==> src/rtl/aes_key_expander.sv <==
// AES-128 key schedule, one round key per clock.
// Holds all eleven round keys in a register table with a combinational read port.
// The encryptor reads this table forward and the decryptor reads it in reverse.
module aes_key_expander (
  input  logic         clk,
  input  logic         reset,
  input  logic         start,
  input  logic [127:0] key_in,
  input  logic [3:0]   rd_idx,
  output logic [127:0] rd_key,
  output logic         busy,
  output logic         keys_valid,
  output logic         done
);

  typedef enum logic [1:0] {IDLE, EXPAND, READY} state_t;

  // AES S-box, entry 0 first (packed ascending so SBOX[x] is entry x)
  localparam logic [0:255][7:0] SBOX = {
    128'h637c777bf26b6fc53001672bfed7ab76,
    128'hca82c97dfa5947f0add4a2af9ca472c0,
    128'hb7fd9326363ff7cc34a5e5f171d83115,
    128'h04c723c31896059a071280e2eb27b275,
    128'h09832c1a1b6e5aa0523bd6b329e32f84,
    128'h53d100ed20fcb15b6acbbe394a4c58cf,
    128'hd0efaafb434d338545f9027f503c9fa8,
    128'h51a3408f929d38f5bcb6da2110fff3d2,
    128'hcd0c13ec5f974417c4a77e3d645d1973,
    128'h60814fdc222a908846eeb814de5e0bdb,
    128'he0323a0a4906245cc2d3ac629195e479,
    128'he7c8376d8dd54ea96c56f4ea657aae08,
    128'hba78252e1ca6b4c6e8dd741f4bbd8b8a,
    128'h703eb5664803f60e613557b986c11d9e,
    128'he1f8981169d98e949b1e87e9ce5528df,
    128'h8ca1890dbfe6426841992d0fb054bb16
  };

  function automatic logic [7:0] sbox(input logic [7:0] x);
    return SBOX[x];
  endfunction

  state_t       state_reg, state_next;
  logic [3:0]   cnt_reg, cnt_next;
  logic [7:0]   rcon_reg, rcon_next;
  logic         keys_valid_reg, keys_valid_next;
  logic         done_reg, done_next;
  logic         accept;
  logic         gen_en;
  logic [127:0] rk_q [0:10];
  logic [127:0] prev_key;
  logic [127:0] new_key;
  logic [31:0]  p0, p1, p2, p3, rot_w, t_w, n0, n1, n2, n3;

  // Control registers: state, round counter, rcon and status flags
  always_ff @(posedge clk or posedge reset) begin
    if (reset) begin
      state_reg      <= IDLE;
      cnt_reg        <= 4'd0;
      rcon_reg       <= 8'h00;
      keys_valid_reg <= 1'b0;
      done_reg       <= 1'b0;
    end else begin
      state_reg      <= state_next;
      cnt_reg        <= cnt_next;
      rcon_reg       <= rcon_next;
      keys_valid_reg <= keys_valid_next;
      done_reg       <= done_next;
    end
  end

  // Next-state logic; start is only honoured outside EXPAND
  always_comb begin
    state_next      = state_reg;
    cnt_next        = cnt_reg;
    rcon_next       = rcon_reg;
    keys_valid_next = keys_valid_reg;
    done_next       = 1'b0;
    accept          = 1'b0;
    gen_en          = 1'b0;
    case (state_reg)
      IDLE, READY: begin
        if (start) begin
          accept          = 1'b1;
          state_next      = EXPAND;
          cnt_next        = 4'd1;
          rcon_next       = 8'h01;
          keys_valid_next = 1'b0;
        end
      end
      EXPAND: begin
        gen_en    = 1'b1;
        rcon_next = {rcon_reg[6:0], 1'b0} ^ (rcon_reg[7] ? 8'h1b : 8'h00);
        if (cnt_reg == 4'd10) begin
          // Last round key written this edge; counter parks at 10
          state_next      = READY;
          keys_valid_next = 1'b1;
          done_next       = 1'b1;
        end else begin
          cnt_next = cnt_reg + 4'd1;
        end
      end
      default: state_next = IDLE;
    endcase
  end

  // Select the previous round key rk[cnt-1] as the generation source
  always_comb begin
    prev_key = '0;
    for (int i = 0; i < 10; i++) begin
      if (cnt_reg == 4'(i + 1)) prev_key = rk_q[i];
    end
  end

  // One round of the key schedule from the previous key and current rcon
  always_comb begin
    p0    = prev_key[127:96];
    p1    = prev_key[95:64];
    p2    = prev_key[63:32];
    p3    = prev_key[31:0];
    rot_w = {p3[23:0], p3[31:24]};
    t_w   = {sbox(rot_w[31:24]), sbox(rot_w[23:16]), sbox(rot_w[15:8]), sbox(rot_w[7:0])}
            ^ {rcon_reg, 24'h0};
    n0    = p0 ^ t_w;
    n1    = p1 ^ n0;
    n2    = p2 ^ n1;
    n3    = p3 ^ n2;
    new_key = {n0, n1, n2, n3};
  end

  // Round-key table: entry 0 loads the cipher key, entry i loads round i
  generate
    for (genvar gi = 0; gi < 11; gi++) begin : g_rk
      logic [127:0] key_reg;
      always_ff @(posedge clk or posedge reset) begin
        if (reset) begin
          key_reg <= '0;
        end else if (accept && (gi == 0)) begin
          key_reg <= key_in;
        end else if (gen_en && (cnt_reg == 4'(gi))) begin
          key_reg <= new_key;
        end
      end
      assign rk_q[gi] = key_reg;
    end
  endgenerate

  // Combinational read port; indices above 10 read as zero
  always_comb begin
    rd_key = '0;
    for (int i = 0; i < 11; i++) begin
      if (rd_idx == 4'(i)) rd_key = rk_q[i];
    end
  end

  assign busy       = (state_reg == EXPAND);
  assign keys_valid = keys_valid_reg;
  assign done       = done_reg;

endmodule

==> config.mk <==
export PLATFORM = sky130hd
export DESIGN_NAME = aes_key_expander
export DESIGN_NICKNAME = d
export VERILOG_FILES = /design/src/rtl/aes_key_expander.sv
export SDC_FILE = /design/constraint.sdc
export NUM_CORES = 2
export LEC_CHECK = 0
export ABC_AREA = 1
export BUFFER_PORTS_ARGS = -buffer_cell sky130_fd_sc_hd__buf_2
export CAP_MARGIN = 5
export CORE_ASPECT_RATIO = 1.1
export CORE_MARGIN = 2
export CORE_UTILIZATION = 30
export CTS_CLUSTER_SIZE = 16
export DETAILED_ROUTE_END_ITERATION = 8
export PLACE_DENSITY_LB_ADDON = 0.1
export SYNTH_ARGS = -nofsm -noshare
export SYNTH_HDL_FRONTEND = slang
export SYNTH_SLANG_ARGS = --single-unit
export TNS_END_PERCENT = 5
==> constraint.sdc <==
create_clock -name clk -period 113.9 [get_ports clk]
set_input_delay 11.39 -clock clk [delete_from_list [all_inputs] [get_ports clk]]
set_output_delay 11.39 -clock clk [all_outputs]
set_load 0.005 [all_outputs]
==> qor.yml <==
status: "finished, final reports clean"
drc_errors: 0
period_needed_ns: 27.06
cp.arrival_ns: 15.67
h-tree-depth: 4
min_to: "g_rk[5].key_reg[84]"
seq_area_frac_synth_pct: 39.37
cts_hold_buf: 0
syn_avg_cell_area_sq_um: 6.906
setup_ws_ns: 86.84
drive_above_1_share_pct: 7.704
fillCellCount: 32500
cts_resized: 0
place_congestion: 0.9899
max_freq_mhz: 36.95
wl_microns: 548900
synth_flop_cell: "dfrtp_1"
area_delta_synth_final_pct: 10.08
rsz0062_at_grt: "no"
r2r_cells: 36
cp_max_fo: 63
viasPerCell: 5.875
reg2reg_from: "cnt_reg[0]"
critPathKind: "in2out"
io_buffers: 265
drv_cap: 0
yosysUniqueCellTypes: 62
clockBufferDepth: 4
grt_pass1_vias: 93030
hold_path_depth: 2
final_cell_mix: "nand2_1, nand3_1, dfrtp_1"
nets: 12920
grt_util_met2_pct: 52.33
floorplan.initialDensity_pct: 30.15
layout_commonest_cell: "nand2_1"
grt_pass1_wl_microns: 759200
floorplan.die_area_sq_mm: 0.3061
grt_max_degree: 172
cts_root_buf: "clkbuf_16"
setup_viol: 0
max_slew_margin_pct: 13.80
cts.sinks: 1424
skew_ns: 0.07989
busiest_layer: "met2"
met1_usage_pct: 46.46
synth_nets: 13300
syn_inst: 13110
hold_violations: 0
setup_tns_ns: 0
synth-edff-count: 0
placement_rows: 211
startpoint: "rd_idx[3]"
antenna_found_initial: 36
fp.dieH_microns: 580.1
use_met3_pct: 6.641
cts_setup_buffers: 0
largest_reg_flops: 1408
pin_count: 266
cts_inserted_buffers: 179
worstHoldStart: "g_rk[5].key_reg[84]"
clk_latency_ns: 0.90
drv_slew: 0
hpwl_microns: 356700
die_width_microns: 527.7
wl_per_cell_microns: 32.59
synth_area_sq_mm: 0.09051
r2r_end: "g_rk[9].key_reg[3]"
grt_usage_pct: 34.77
path_clk_slew_ns: 0.06
hp-class: "reg2reg"
critPathLaunchType: "primary input"
tightest_slew_ns: 1.290
core-area_sq_mm: 0.3002
post-place-ws_ns: 86.92
overflow: 0
ant_nets: 0
yosysWarnings: 0
timing.final.crit_share_pct: 23.76
r2r_slack_ns: 103.28
ys_seq_elements: 1424
crit_path_end_kind: "primary output"
async_flop_share_pct: 100.0
drtIter0Drc: 12520
vias: 98940
cts_tree: "yes"
required_ns: 102.51
drt_first_pass_iters: 9
## cells by family after synthesis
logic type               Yosys count  synth area share, %
AO/OA/AOI/OAI                   2296                15.11
XOR/XNOR                           4              0.03871
adder cells (fa/ha/maj)           57               0.7879
buffers and inverters           2142                10.41
flip-flops                      1424                39.37
multiplexers                      39               0.4313
AND/OR/NAND/NOR                 7145                33.85
## worst max-delay path, stage by stage
cell and delay (ns):
buf_2 0.11, inv_1 0.08, nand2_1 0.32, nor2_4 0.21
buf_12 0.29, clkinv_2 0.56, buf_4 0.47, buf_4 0.65
nor2_1 0.07, a2111oi_0 0.65, o2111ai_1 0.37, buf_2 0.23
## stage by stage
stage               utilization, %  std cells  hold WS, ns  instance area [sq um]
finish                       33.19      16840       0.4821                  99640
global route                 33.19      16830       0.4973                  99620
global placement             31.26      16490       0.4625                  93840
detailed placement           31.26      16490       0.4660                  93840
floorplan                        -      13110       0.4491                  90510
CTS                          33.16      16800       0.4821                  99550
## Yosys cell counts (39+ instances only)
cell	instances	share of area [%]
a21oi_1	125	0.69
a221oi_1	114	1.1
a22oi_1	58	0.48
buf_1	62	0.26
buf_2	247	1.4
buf_4	144	1.2
buf_6	69	0.86
clkbuf_1	550	2.3
dfrtp_1	1424	39
ha_1	57	0.79
inv_1	1030	4.3
mux2i_1	39	0.43
nand2_1	4154	17
nand2_2	51	0.35
nand3_1	2239	12
nand4_1	162	1.1
nor2_1	415	1.7
o2111ai_1	46	0.45
o211ai_1	205	1.7
o21ai_0	1338	7.4
o21ai_1	70	0.39
o221ai_1	120	1.2
o22ai_1	113	0.78
## routing by layer
layer | up-vias | wire length, microns | share of wire (%)
li1 | 42990 | - | -
met5 | - | 33 | 0.0060
met1 | 49020 | 226600 | 41
met4 | 4 | 36380 | 6.6
met3 | 1206 | 49210 | 9.0
met2 | 5712 | 236700 | 43
## worst max path at each step
stage                       to  slack [ns]
finish              rd_key[62]       86.84
global route        rd_key[59]       86.84
CTS                 rd_key[59]       86.92
detailed placement  rd_key[59]       86.92
global placement    rd_key[59]       86.88
floorplan           cnt_reg[0]       62.35
## layout make-up
| type | instances | area, sq um | area share, % |
|---|---|---|---|
| Multi-Input combinational cell | 9541 | 45760 | 45.93 |
| Sequential cell | 1424 | 35630 | 35.76 |
| Clock buffer | 266 | 5275 | 5.294 |
| Tap cell | 3940 | 4930 | 4.948 |
| Inverter | 1067 | 4130 | 4.145 |
| Timing Repair Buffer | 519 | 3383 | 3.396 |
| Clock inverter | 47 | 429.2 | 0.4307 |
| Antenna cell | 37 | 92.59 | 0.09293 |
Power is left out: the tool's default activity adds up to more than one toggle a clock period on the data nets, which glitch-free logic cannot reach.
